### config.mk
export PLATFORM = sky130hd
export DESIGN_NAME = ss_engine
export DESIGN_NICKNAME = d
export VERILOG_FILES = /design/src/rtl/ss_engine.sv
export SDC_FILE = /design/constraint.sdc
export NUM_CORES = 1
export LEC_CHECK = 0
export BUFFER_PORTS_ARGS = -buffer_cell sky130_fd_sc_hd__clkbuf_2
export CAP_MARGIN = 5
export CELL_PAD_IN_SITES_DETAIL_PLACEMENT = 1
export CELL_PAD_IN_SITES_GLOBAL_PLACEMENT = 2
export CORE_MARGIN = 2
export CORE_UTILIZATION = 32
export CTS_BUF_LIST = sky130_fd_sc_hd__clkbuf_4
export CTS_CLUSTER_DIAMETER = 30
export DETAILED_ROUTE_END_ITERATION = 10
export PLACE_DENSITY = 0.82
export SLEW_MARGIN = 15
export SYNTH_ARGS = -nofsm -noshare
export SYNTH_HDL_FRONTEND = slang
export SYNTH_SLANG_ARGS = --single-unit
### constraint.sdc
create_clock -name clk -period 2.34 [get_ports clk]
set_clock_uncertainty 0.1 [all_clocks]
set_input_delay 0.702 -clock clk [delete_from_list [all_inputs] [get_ports clk]]
set_output_delay 0.702 -clock clk [all_outputs]
set_load 0.02 [all_outputs]
### src/rtl/ss_engine.sv
// Save-state sequencer: SAVE copies mapper state bytes into an external buffer,
// LOAD replays the buffer into the mapper, each write held across one m2 fall.
module ss_engine #(
  parameter int SS_LEN     = 256,
  parameter int SETTLE     = 2,
  parameter int M2_TIMEOUT = 4096
) (
  input  logic       clk,
  input  logic       rst,
  input  logic       cmd_save,
  input  logic       cmd_load,
  input  logic       m2,
  input  logic [7:0] ss_rdat,
  input  logic [7:0] buf_rdat,
  output logic       busy,
  output logic       done,
  output logic       err,
  output logic       ss_act,
  output logic       ss_we,
  output logic [7:0] ss_addr,
  output logic [7:0] ss_wdat,
  output logic [7:0] buf_addr,
  output logic [7:0] buf_wdat,
  output logic       buf_we,
  output logic       buf_re
);

  localparam int SW = (SETTLE > 1) ? $clog2(SETTLE) : 1;
  localparam int TW = (M2_TIMEOUT > 1) ? $clog2(M2_TIMEOUT) : 1;
  localparam logic [8:0]    LAST_IDX   = 9'(SS_LEN - 1);
  localparam logic [SW-1:0] SETTLE_MAX = SW'(SETTLE - 1);
  localparam logic [TW-1:0] TMO_MAX    = TW'(M2_TIMEOUT - 1);

  typedef enum logic [3:0] {
    IDLE, S_ADDR, S_WAIT, S_CAPT, L_READ, L_LAT, L_WAITM2, L_HOLD, FIN
  } state_t;

  state_t        state_q, state_d;
  logic [8:0]    idx_q, idx_d;
  logic [SW-1:0] settle_q, settle_d;
  logic [TW-1:0] tmo_q, tmo_d;
  logic          m2_meta_q, m2_sync_q, m2_prev_q;
  logic          busy_q, busy_d, done_q, done_d, err_q, err_d;
  logic          act_q, act_d, we_q, we_d;
  logic [7:0]    ss_addr_q, ss_addr_d, ss_wdat_q, ss_wdat_d;
  logic [7:0]    buf_addr_q, buf_addr_d, buf_wdat_q, buf_wdat_d;
  logic          buf_we_q, buf_we_d, buf_re_q, buf_re_d;
  logic          m2_fall;
  logic [8:0]    idx_inc;

  assign m2_fall = m2_prev_q & ~m2_sync_q;
  assign idx_inc = idx_q + 9'd1;

  always_ff @(posedge clk or posedge rst) begin
    if (rst) begin
      state_q    <= IDLE;
      idx_q      <= '0;
      settle_q   <= '0;
      tmo_q      <= '0;
      m2_meta_q  <= 1'b0;
      m2_sync_q  <= 1'b0;
      m2_prev_q  <= 1'b0;
      busy_q     <= 1'b0;
      done_q     <= 1'b0;
      err_q      <= 1'b0;
      act_q      <= 1'b0;
      we_q       <= 1'b0;
      ss_addr_q  <= '0;
      ss_wdat_q  <= '0;
      buf_addr_q <= '0;
      buf_wdat_q <= '0;
      buf_we_q   <= 1'b0;
      buf_re_q   <= 1'b0;
    end else begin
      state_q    <= state_d;
      idx_q      <= idx_d;
      settle_q   <= settle_d;
      tmo_q      <= tmo_d;
      m2_meta_q  <= m2;
      m2_sync_q  <= m2_meta_q;
      m2_prev_q  <= m2_sync_q;
      busy_q     <= busy_d;
      done_q     <= done_d;
      err_q      <= err_d;
      act_q      <= act_d;
      we_q       <= we_d;
      ss_addr_q  <= ss_addr_d;
      ss_wdat_q  <= ss_wdat_d;
      buf_addr_q <= buf_addr_d;
      buf_wdat_q <= buf_wdat_d;
      buf_we_q   <= buf_we_d;
      buf_re_q   <= buf_re_d;
    end
  end

  always_comb begin
    state_d    = state_q;
    idx_d      = idx_q;
    settle_d   = settle_q;
    tmo_d      = tmo_q;
    busy_d     = busy_q;
    done_d     = 1'b0;
    err_d      = err_q;
    act_d      = act_q;
    we_d       = we_q;
    ss_addr_d  = ss_addr_q;
    ss_wdat_d  = ss_wdat_q;
    buf_addr_d = buf_addr_q;
    buf_wdat_d = buf_wdat_q;
    buf_we_d   = 1'b0;
    buf_re_d   = 1'b0;
    case (state_q)
      IDLE: begin
        if (cmd_save || cmd_load) begin
          err_d  = 1'b0;
          busy_d = 1'b1;
          act_d  = 1'b1;
          idx_d  = '0;
          // The buffer read is launched on entry to L_READ so its data is
          // ready for L_LAT one cycle later.
          if (cmd_save) begin
            state_d = S_ADDR;
          end else begin
            state_d    = L_READ;
            buf_addr_d = '0;
            buf_re_d   = 1'b1;
          end
        end
      end
      S_ADDR: begin
        ss_addr_d = idx_q[7:0];
        settle_d  = '0;
        state_d   = S_WAIT;
      end
      S_WAIT: begin
        if (settle_q == SETTLE_MAX) state_d = S_CAPT;
        else                        settle_d = settle_q + 1'b1;
      end
      S_CAPT: begin
        buf_addr_d = idx_q[7:0];
        buf_wdat_d = ss_rdat;
        buf_we_d   = 1'b1;
        if (idx_q == LAST_IDX) begin
          state_d = FIN;
        end else begin
          idx_d   = idx_inc;
          state_d = S_ADDR;
        end
      end
      L_READ: state_d = L_LAT;
      L_LAT: begin
        ss_wdat_d = buf_rdat;
        ss_addr_d = idx_q[7:0];
        we_d      = 1'b1;
        tmo_d     = '0;
        state_d   = L_WAITM2;
      end
      L_WAITM2: begin
        if (m2_fall) begin
          state_d = L_HOLD;
        end else if (tmo_q == TMO_MAX) begin
          we_d    = 1'b0;
          err_d   = 1'b1;
          state_d = FIN;
        end else begin
          tmo_d = tmo_q + 1'b1;
        end
      end
      L_HOLD: begin
        we_d = 1'b0;
        if (idx_q == LAST_IDX) begin
          state_d = FIN;
        end else begin
          idx_d      = idx_inc;
          buf_addr_d = idx_inc[7:0];
          buf_re_d   = 1'b1;
          state_d    = L_READ;
        end
      end
      FIN: begin
        act_d      = 1'b0;
        busy_d     = 1'b0;
        done_d     = 1'b1;
        ss_addr_d  = '0;
        ss_wdat_d  = '0;
        buf_addr_d = '0;
        buf_wdat_d = '0;
        state_d    = IDLE;
      end
      default: state_d = IDLE;
    endcase
  end

  assign busy     = busy_q;
  assign done     = done_q;
  assign err      = err_q;
  assign ss_act   = act_q;
  assign ss_we    = we_q;
  assign ss_addr  = ss_addr_q;
  assign ss_wdat  = ss_wdat_q;
  assign buf_addr = buf_addr_q;
  assign buf_wdat = buf_wdat_q;
  assign buf_we   = buf_we_q;
  assign buf_re   = buf_re_q;

endmodule

==> impl_metrics.py, run 1 <==
metrics = {
    "sta": {
        "timing.fmax_mhz": 445,
        "fin_crit_ps": 2250,
        "worst_pin_slew_ps": 597,
        "hold_violations": 0,
        "drv_slew": 0,
        "slew_headroom_pct": 60.0,
        "fin_crit_sh_pct": 96.1,
        "finalSetupTns_ps": 0,
        "setup_violations": 0,
        "rsz0062_at_grt": "no",
    },
    "logic_synthesis": {
        "synth_ff_type": "dfrtp_1",
        "synth_seq_cells": 67,
        "syn_area_per_cell_sq_um": 9.79,
        "synth_edf_count": 0,
        "yosysWarnings": 0,
        "synth_fp_nets": 360,
        "yosysUniqueCellTypes": 59,
        "synthArstFlopShare_pct": 100,
        "synthCells": 335,
        "synth_area_sq_um": 3280,
        "seq_area_frac_synth_pct": 51.1,
    },
    "clock_tree": {
        "cts.sinks": 67,
        "postCtsSetupRepairBufs": 0,
        "tritoncts": "done",
        "clockBufferDepth": 2,
        "cts_buffers": 9,
        "postCtsHoldBufs": 0,
        "htree_levels": 3,
        "clk_latency_ps": 430,
        "ctsRootBufferMaster": "clkbuf_4",
        "clkTransAtPathRegs_ps": 120,
    },
    "setup_path": {
        "critPathMaxStageDelay_ps": 400,
        "cp-end-kind": "flop",
        "worst_setup_path_start_kind": "flop",
        "required_ps": 2560,
        "crit_type": "reg -> reg",
        "arrival_ps": 2470,
        "path_cells": "ha_2 -> and3_4 -> and3_4 -> and3_4 -> ha_4 -> nand4bb_4 -> mux2_4 -> o21ai_1 -> o21ai_1",
        "crit_family": "simple AND/OR/NAND/NOR gates",
        "crit_buf_inv": 0,
        "r2r_cells": 9,
        "cp_common_cell": "and3_4",
        "path_max_fanout": 7,
        "cp_slowest_cell": "dfrtp_1",
        "cp.depth": 9,
    },
    "die": {
        "start_util_pct": 33.2,
        "ios": 60,
        "fp-row-count": 36,
        "die_w_microns": 105,
        "core_sq_um": 9860,
        "die_y_microns": 105,
        "die_area_sq_um": 11100,
    },
    "grt": {
        "grt.overflow.total": 0,
        "grt_max_degree": 30,
        "grt_pass1_vias": 3027,
        "grt_pass1_wl_microns": 15200,
        "grt_antenna_before_repair": 0,
        "grtUsageTotal_pct": 17.4,
    },
    "finish": {
        "fin_area_sq_um": 4100,
        "diodes": 0,
        "drive_gt1_share_pct": 29.8,
        "fin_nets": 440,
        "syn_to_final_growth_pct": 25.1,
        "fillerInstances": 1156,
    },
    "drt": {
        "drt_wl_total_microns": 9000,
        "first_iter_violations": 92,
        "wl_per_cell_microns": 16.3,
        "ant_nets": 0,
        "via_count": 2887,
        "vias_per_cell": 5.23,
        "drc": 0,
        "firstDrtPassIters": 4,
    },
    "placement": {
        "place_congestion": 0.802,
        "dp_hpwl_microns": 6640,
        "io_buffers": 59,
        "dpl_cell_area_sq_um": 3920,
    },
    "pwr": {
        "power_frac_comb_pct": 45.9,
        "power-per-cell-area_nw_per_um2": 1170,
        "internal-power_mw": 2.76,
        "clockPowerShare_pct": 17.6,
        "p_seq_share_pct": 36.5,
        "p_sw_share_pct": 42.4,
        "p_leak_nw": 1.89,
        "peakVddDrop_mv": 0.418,
        "p_sw_mw": 2.03,
    },
    "job": {
        "drv_cap": 0,
    },
    "worst_hold_path": {
        "hp-class": "in -> async",
    },
    "status": {
        "status": "completed",
    },
}
-- power groups by stage --
| stage | Clock [mW] | Sequential (mW) | Combinational [mW] |
|---|---|---|---|
| after global placement | 0 | 1.75 | 2.12 |
| after detailed placement | 0 | 1.77 | 2.19 |
| final | 0.842 | 1.75 | 2.20 |
| after floorplan | 0 | 2.02 | 1.11 |
| after global routing | 0.918 | 1.81 | 2.44 |
| after CTS | 0.875 | 1.75 | 2.21 |
-- area by class of cell --
| cell class | count | area [sq um] | share of cell area [%] |
|---|---|---|---|
| sequential | 67 | 1680 | 40.9 |
| multi-input combinational | 241 | 1550 | 37.8 |
| timing repair buffer | 88 | 526 | 12.8 |
| tap | 133 | 166 | 4.06 |
| clock inverter | 6 | 81.3 | 1.98 |
| clock buffer | 9 | 67.6 | 1.65 |
| inverter | 8 | 33.8 | 0.824 |
-- state kept, by name, indices dropped and copies added, names as in the netlist, 4 cells and up --
| register | cells |
|---|---|
| state_q | 4 |
| buf_addr | 8 |
| ss_addr | 8 |
| idx_q | 9 |
| tmo_q | 12 |
| ss_wdat | 8 |
| buf_wdat | 8 |
-- worst paths after layout --
kind / startpoint / to / slack [ps]
worst max-delay path: idx_q[0] / idx_q[5] / 90
worst min-delay path: rst / tmo_q[4] / 140
worst max register to register: idx_q[0] / idx_q[5] / 90
worst min register to register: m2_meta_q / m2_sync_q / 260
max in group asynchronous: rst / ss_addr[0] / 1460
min in group clk: m2_meta_q / m2_sync_q / 260
-- per-layer routing --
layer / vias up / part of all wire, % / wire length [microns] / track usage (%)
li1: 1368 / - / - / -
met2: 61 / 49 / 4410 / 27.8
met3: 16 / 3.8 / 344 / 2.84
met1: 1442 / 46 / 4100 / 23.4
met4: 0 / 1.6 / 142 / 7.33
met5: - / 0 / 0 / 0
-- metrics by stage --
stage	hold slack (ps)	util [%]	instances	setup WS (ps)	total power, mW
global placement	247	39.7	537	85.5	3.88
global route	157	41.6	552	1.79	5.16
finish	144	41.6	552	91.0	4.79
floorplan	231	-	335	12.0	3.14
CTS	124	41.4	552	4.87	4.83
detailed placement	247	39.7	537	2.46	3.95
-- synth_stat cells, types with 3 or more instances --
master	count	area (sq um)
clkbuf_1	10	37.5
nand2b_1	6	37.5
dfrtp_1	67	1680
o21ai_1	5	25.0
and4_1	3	26.3
buf_2	5	25.0
mux2i_1	11	110
nor2_1	25	93.8
a211o_1	3	26.3
nand4_1	4	25.0
nand2_1	46	173
o211ai_1	4	30.0
xor2_1	6	52.6
or3_1	6	37.5
o21ai_0	20	100
a21oi_1	19	95.1
nor3_1	10	50.1
o21a_1	4	30.0
o31ai_1	7	52.6
nand3_1	10	50.1
o2bb2ai_1	4	35.0
and3_1	6	37.5
ha_1	4	50.1
inv_1	7	26.3
-- cell usage in the layout, fill, tap and decap left out, drive strengths merged, types with 7 or more instances in the layout --
master / n
dfrtp: 67
clkbuf: 68
nor2: 25
o31ai: 7
nand2: 46
nand3: 10
nor3: 11
and3: 8
mux2i: 11
a21oi: 19
buf: 29
o21ai: 25
or3: 7
-- logic make-up after synthesis --
kind of cell             count (synthesis)  synth area share (%)
buffers and inverters                   27                  3.55
AO/OA/AOI/OAI                           82                  16.0
multiplexers                            12                  3.82
adder cells (fa/ha/maj)                  4                  1.53
AND/OR/NAND/NOR                        136                  22.1
flip-flops                              67                  51.1
XOR/XNOR                                 7                  1.87
-- repair_timing --
action                     4_1_cts  5_1_grt
setup endpoints to repair        2       13
gates resized for setup          2        5
pin swaps                        0        5
No activity file was read; power rests on OpenSTA's default activity.
==> run 2, diff against run 1 <==
--- a/config.mk
+++ b/config.mk
@@ -5,15 +5,17 @@
 export SDC_FILE = /design/constraint.sdc
 export NUM_CORES = 1
 export LEC_CHECK = 0
-export BUFFER_PORTS_ARGS = -buffer_cell sky130_fd_sc_hd__clkbuf_2
+export ABC_AREA = 1
+export BUFFER_PORTS_ARGS = -buffer_cell sky130_fd_sc_hd__buf_2
 export CAP_MARGIN = 5
 export CELL_PAD_IN_SITES_DETAIL_PLACEMENT = 1
 export CELL_PAD_IN_SITES_GLOBAL_PLACEMENT = 2
 export CORE_MARGIN = 2
-export CORE_UTILIZATION = 32
+export CORE_UTILIZATION = 30
 export CTS_BUF_LIST = sky130_fd_sc_hd__clkbuf_4
 export CTS_CLUSTER_DIAMETER = 30
 export DETAILED_ROUTE_END_ITERATION = 10
+export MAX_ROUTING_LAYER = met4
 export PLACE_DENSITY = 0.82
 export SLEW_MARGIN = 15
 export SYNTH_ARGS = -nofsm -noshare
==> run 2 against run 1 <==
  * Core utilization fell by 4.9 points
  * Routed wire length grew 2.1%
  * First-iteration DRC count increased by 11%
  * Non-clock buffer count down 22
  * Critical path depth increased by 2
  * Via count up 5.8%
  * Synthesized cell count increased by 30%
  * Largest cell class unchanged
  * Largest power group unchanged
==> impl_metrics.py, run 2 <==
metrics = {
    "status": {
        "status": "completed",
    },
    "logic_synthesis": {
        "synth_top_cell_by_area": "dfrtp_1",
        "syn_area_per_cell_sq_um": 7.88,
        "synth_fp_nets": 459,
        "synth_common_cells": "nand2_1 (149), dfrtp_1 (67), nand3_1 (63)",
        "seq_area_frac_synth_pct": 49.0,
        "synth_edf_count": 0,
        "yosysWarnings": 0,
        "synth_ff_type": "dfrtp_1",
        "synthArstFlopShare_pct": 100,
        "yosysUniqueCellTypes": 31,
        "synth_area_sq_um": 3420,
        "synthCells": 434,
        "yosys.area.top_type_share_pct": 49.0,
        "synth_seq_cells": 67,
        "yosysMostFrequentCell": "nand2_1",
        "synth_area_leaders": "dfrtp_1 (49%), nand2_1 (16%), nand3_1 (9.2%)",
    },
    "die": {
        "die_w_microns": 111,
        "die_y_microns": 111,
        "start_util_pct": 31.1,
        "core_sq_um": 11000,
        "die_area_sq_um": 12300,
        "fp-row-count": 38,
        "ios": 60,
    },
    "setup_path": {
        "r2r-start": "idx_q[0]",
        "r2r_cells": 11,
        "worst_setup_path_start_kind": "flop",
        "path_max_fanout": 8,
        "crit_start": "idx_q[0]",
        "reg2reg_slack_ps": 240,
        "crit_type": "reg -> reg",
        "required_ps": 2580,
        "r2r-end": "idx_q[0]",
        "cp-end-kind": "flop",
        "arrival_ps": 2330,
    },
    "grt": {
        "grtUsageTotal_pct": 16.4,
        "grt_pass1_wl_microns": 16000,
        "grt.overflow.total": 0,
        "grt_antenna_before_repair": 0,
        "grt_max_degree": 68,
        "grt_pass1_vias": 3257,
    },
    "sta": {
        "worst_pin_slew_ps": 478,
        "finalSetupTns_ps": 0,
        "timing.fmax_mhz": 477,
        "slew_headroom_pct": 68.0,
        "setup_violations": 0,
        "fin_crit_ps": 2100,
        "hold_violations": 0,
        "drv_slew": 0,
        "rsz0062_at_grt": "no",
        "fin_crit_sh_pct": 89.5,
    },
    "clock_tree": {
        "tritoncts": "done",
        "cts_buffers": 9,
        "ctsRootBufferMaster": "clkbuf_4",
        "cts.sinks": 67,
        "htree_levels": 3,
        "clk_latency_ps": 420,
        "clkTransAtPathRegs_ps": 120,
        "postCtsHoldBufs": 0,
        "clockBufferDepth": 2,
    },
    "placement": {
        "dp_hpwl_microns": 6760,
        "place_congestion": 0.830,
        "io_buffers": 59,
    },
    "finish": {
        "diodes": 0,
        "syn_to_final_growth_pct": 17.8,
        "post-route-util_pct": 36.7,
        "largest_reg_flops": 12,
        "top_register": "tmo_q",
        "fin_nets": 523,
        "layout_common_cells": "nand2_1 (149), dfrtp_1 (67), nand3_1 (63)",
        "top_regs": "tmo_q: 12 flops, idx_q: 9 flops",
        "final_common_cell": "nand2_1",
        "drive_gt1_share_pct": 22.5,
    },
    "drt": {
        "first_iter_violations": 102,
        "via_count": 3055,
        "firstDrtPassIters": 4,
        "wl_per_cell_microns": 14.3,
        "ant_nets": 0,
        "drt_wl_total_microns": 9190,
        "drc": 0,
        "vias_per_cell": 4.76,
    },
    "pwr": {
        "power-per-cell-area_nw_per_um2": 1050,
        "p_leak_nw": 2.11,
        "peakVddDrop_mv": 0.355,
    },
    "worst_hold_path": {
        "hp-class": "in -> async",
    },
    "job": {
        "drv_cap": 0,
    },
}
[run 2: final cells by class]
type                    count  area (sq um)
clock buffers              10          75.1
flip-flops and latches     67          1680
clock inverters             5          78.8
repair buffers             66           360
well taps                 140           175
fillers                  1361          6960
multi-input cells         318          1520
inverters                  36           139
[run 2: repair_timing]
action,in CTS,in global routing
resized for setup,0,1
buffers inserted,0,0
setup endpoints to repair,0,2
[run 2: worst max-delay path, cell delays in order, from the launching register on]
cell and delay [ps]:
dfrtp_1 420, ha_1 180, nand2_1 90, nor2_1 190, nand2_1 120, nor2_1 160, ha_1 190, nand2_1 50
nand3_1 180, buf_4 190, nand2_1 50, o21ai_0 80
[run 2: worst max path at each step]
| stage | to | cells after the start |
|---|---|---|
| final | idx_q[0] | 11 |
| after global routing | idx_q[0] | 11 |
| after CTS | idx_q[6] | 11 |
| after detailed placement | idx_q[4] | 11 |
| after global placement | idx_q[6] | 11 |
| after floorplan | idx_q[3] | 12 |
[run 2: logic make-up (layout without fill, tap and decap cells)]
kind of cell / Yosys count / after routing / synth area share (%)
simple gates: 273 / 273 / 36.3
compound gates: 38 / 38 / 5.96
buf+inv: 49 / 117 / 6.51
fa+ha+maj: 4 / 4 / 1.46
flops: 67 / 67 / 49.0
xor+xnor: 3 / 3 / 0.769
[run 2: per-layer routing]
layer / share of wire, % / GRT usage [%] / vias to the layer above
li1: - / - / 1511
met5: 0 / - / -
met4: 1.6 / 6.00 / 0
met1: 47 / 20.7 / 1488
met3: 3.2 / 3.34 / 14
met2: 48 / 26.1 / 42
[run 2: power by group]
part | switching [mW] | internal [mW] | leakage [nW] | total [mW]
Combinational | 1.24 | 0.536 | 1.13 | 1.77
Clock | 0.428 | 0.438 | 0.0862 | 0.867
Sequential | 0.175 | 1.41 | 0.887 | 1.58
Total | 1.84 | 2.38 | 2.11 | 4.22
[run 2: per-stage QoR]
step                setup slack, ps  std cells  hold slack, ps  instance area, sq um  power [mW]
floorplan                       535        434             231                  3420        2.88
global placement                344        627             241                  3870        3.35
detailed placement              235        627             248                  3870        3.41
CTS                             223        642             249                  4030        4.30
global route                   39.4        642             254                  4030        4.57
finish                          245        642             260                  4030        4.22
==> run 3, diff against run 2 <==
--- a/config.mk
+++ b/config.mk
@@ -16,7 +16,7 @@
 export CTS_CLUSTER_DIAMETER = 30
 export DETAILED_ROUTE_END_ITERATION = 10
 export MAX_ROUTING_LAYER = met4
-export PLACE_DENSITY = 0.82
+export PLACE_DENSITY_LB_ADDON = 0.1
 export SLEW_MARGIN = 15
 export SYNTH_ARGS = -nofsm -noshare
 export SYNTH_HDL_FRONTEND = slang
==> run 3 against run 2 <==
  * Non-clock buffer count did not move
  * Clock-buffer cell count rose by 1
  * Register-to-register slack barely moved
  * Worst hold slack got worse by 40 ps
  * Fmax fell by 0.36%
  * Critical path type unchanged
==> impl_metrics.py, run 3 (same netlist as run 2, synthesis figures left out) <==
metrics = {
    "drt": {
        "vias_per_cell": 4.76,
        "first_iter_violations": 130,
        "firstDrtPassIters": 4,
        "drc": 0,
        "ant_nets": 0,
        "via_count": 3056,
        "wl_per_cell_microns": 14.9,
        "drt_wl_total_microns": 9560,
    },
    "clock_tree": {
        "cts_resized": 0,
        "clk_latency_ps": 460,
        "cts_buffers": 9,
        "cts.sinks": 67,
        "tritoncts": "done",
        "clockBufferDepth": 2,
        "postCtsHoldBufs": 0,
        "htree_levels": 3,
        "clkTransAtPathRegs_ps": 120,
        "ctsRootBufferMaster": "clkbuf_4",
        "postCtsSetupRepairBufs": 0,
    },
    "finish": {
        "diodes": 0,
        "drive_gt1_share_pct": 22.3,
        "post-route-util_pct": 36.2,
        "top_register": "tmo_q",
        "fin_area_sq_um": 3980,
        "syn_to_final_growth_pct": 16.2,
        "final_common_cell": "nand2_1",
        "top_regs": "tmo_q: 12 flops, idx_q: 9 flops",
        "largest_reg_flops": 12,
        "fin_nets": 523,
        "layout_common_cells": "nand2_1 (149), dfrtp_1 (67), nand3_1 (63)",
        "stdcell_count": 642,
    },
    "grt": {
        "grt_antenna_before_repair": 0,
        "grt_pass1_wl_microns": 16300,
        "grt_max_degree": 68,
        "grtUsageTotal_pct": 17.0,
        "grt.overflow.total": 0,
        "grt_pass1_vias": 3224,
    },
    "worst_hold_path": {
        "hp-class": "in -> async",
    },
    "sta": {
        "postLayoutSetupSlackWorst_ps": 237,
        "finalSetupTns_ps": 0,
        "whs_ps": 220,
        "setup_violations": 0,
        "drv_slew": 0,
        "timing.fmax_mhz": 476,
        "fin_crit_sh_pct": 89.9,
        "hold_violations": 0,
        "rsz0062_at_grt": "no",
        "slew_headroom_pct": 67.7,
        "worst_pin_slew_ps": 482,
        "fin_crit_ps": 2100,
    },
    "setup_path": {
        "path_cells": "ha_1 -> nand2_1 -> nor2_2 -> nand2_1 -> nor2_1 -> ha_1 -> nand2_1 -> nand3_1 -> nor2_1 -> nand3_1 -> nand2_1",
        "critPathMaxStageDelay_ps": 430,
        "path_max_fanout": 5,
        "arrival_ps": 2390,
        "r2r-start": "idx_q[0]",
        "cp_slowest_cell": "dfrtp_1",
        "r2r_cells": 11,
        "cp_common_cell": "nand2_1",
        "required_ps": 2630,
        "crit_type": "reg -> reg",
        "cp-end-kind": "flop",
        "reg2reg_slack_ps": 240,
        "worst_setup_path_start_kind": "flop",
        "r2r-end": "idx_q[7]",
    },
    "pwr": {
        "peakVddDrop_mv": 0.419,
        "totalPowerFinal_mw": 4.04,
        "p_leak_nw": 2.08,
        "power-per-cell-area_nw_per_um2": 1020,
    },
    "die": {
        "fp-row-count": 38,
        "start_util_pct": 31.1,
        "core_sq_um": 11000,
        "die_y_microns": 111,
        "die_w_microns": 111,
        "ios": 60,
        "die_area_sq_um": 12300,
    },
    "placement": {
        "place_congestion": 0.812,
        "dpl_cell_area_sq_um": 3870,
        "place_ws_ps": 215,
        "io_buffers": 59,
        "dp_hpwl_microns": 6880,
        "dp.cells": 627,
    },
    "job": {
        "drv_cap": 0,
    },
    "status": {
        "status": "completed",
    },
}
==> run 3: changes by cell type in the layout (fill, tap and decap cells not counted), sizes merged <==
cell,before,now
bufinv,2,0
clkbuf,10,11
clkinv,3,4
==> run 3: worst max path at each step <==
stage | from | end | slack (ps)
after CTS | idx_q[0] | idx_q[7] | 150
after global placement | idx_q[0] | idx_q[4] | 330
after floorplan | idx_q[0] | idx_q[3] | 530
after detailed placement | idx_q[0] | idx_q[7] | 210
after global routing | idx_q[0] | idx_q[7] | 30
final | idx_q[0] | idx_q[7] | 240
==> run 3: cell type report <==
type	instances	area (sq um)
fillers	1376	7010
flip-flops and latches	67	1680
multi-input cells	318	1520
repair buffers	66	360
well taps	140	175
inverters	36	139
clock buffers	11	82.6
clock inverters	4	18.8
==> run 3: metal layers <==
layer	global-route usage, %	part of all wire (%)
met3	3.34	2.4
met2	27.1	48
met1	21.0	48
met5	-	0
met4	7.42	1.8
==> run 3: where the power goes <==
| part | switching, mW | internal, mW | total, mW |
|---|---|---|---|
| Combinational | 1.25 | 0.536 | 1.78 |
| Clock | 0.441 | 0.228 | 0.669 |
| Sequential | 0.180 | 1.41 | 1.59 |
==> run 3: critical path, delay by kind of cell, from the launching register on <==
| family | cells | cell delay [ps] |
|---|---|---|
| adder cells (fa/ha/maj) | 2 | 410 |
| flip-flops | 1 | 430 |
| AND/OR/NAND/NOR | 9 | 1090 |
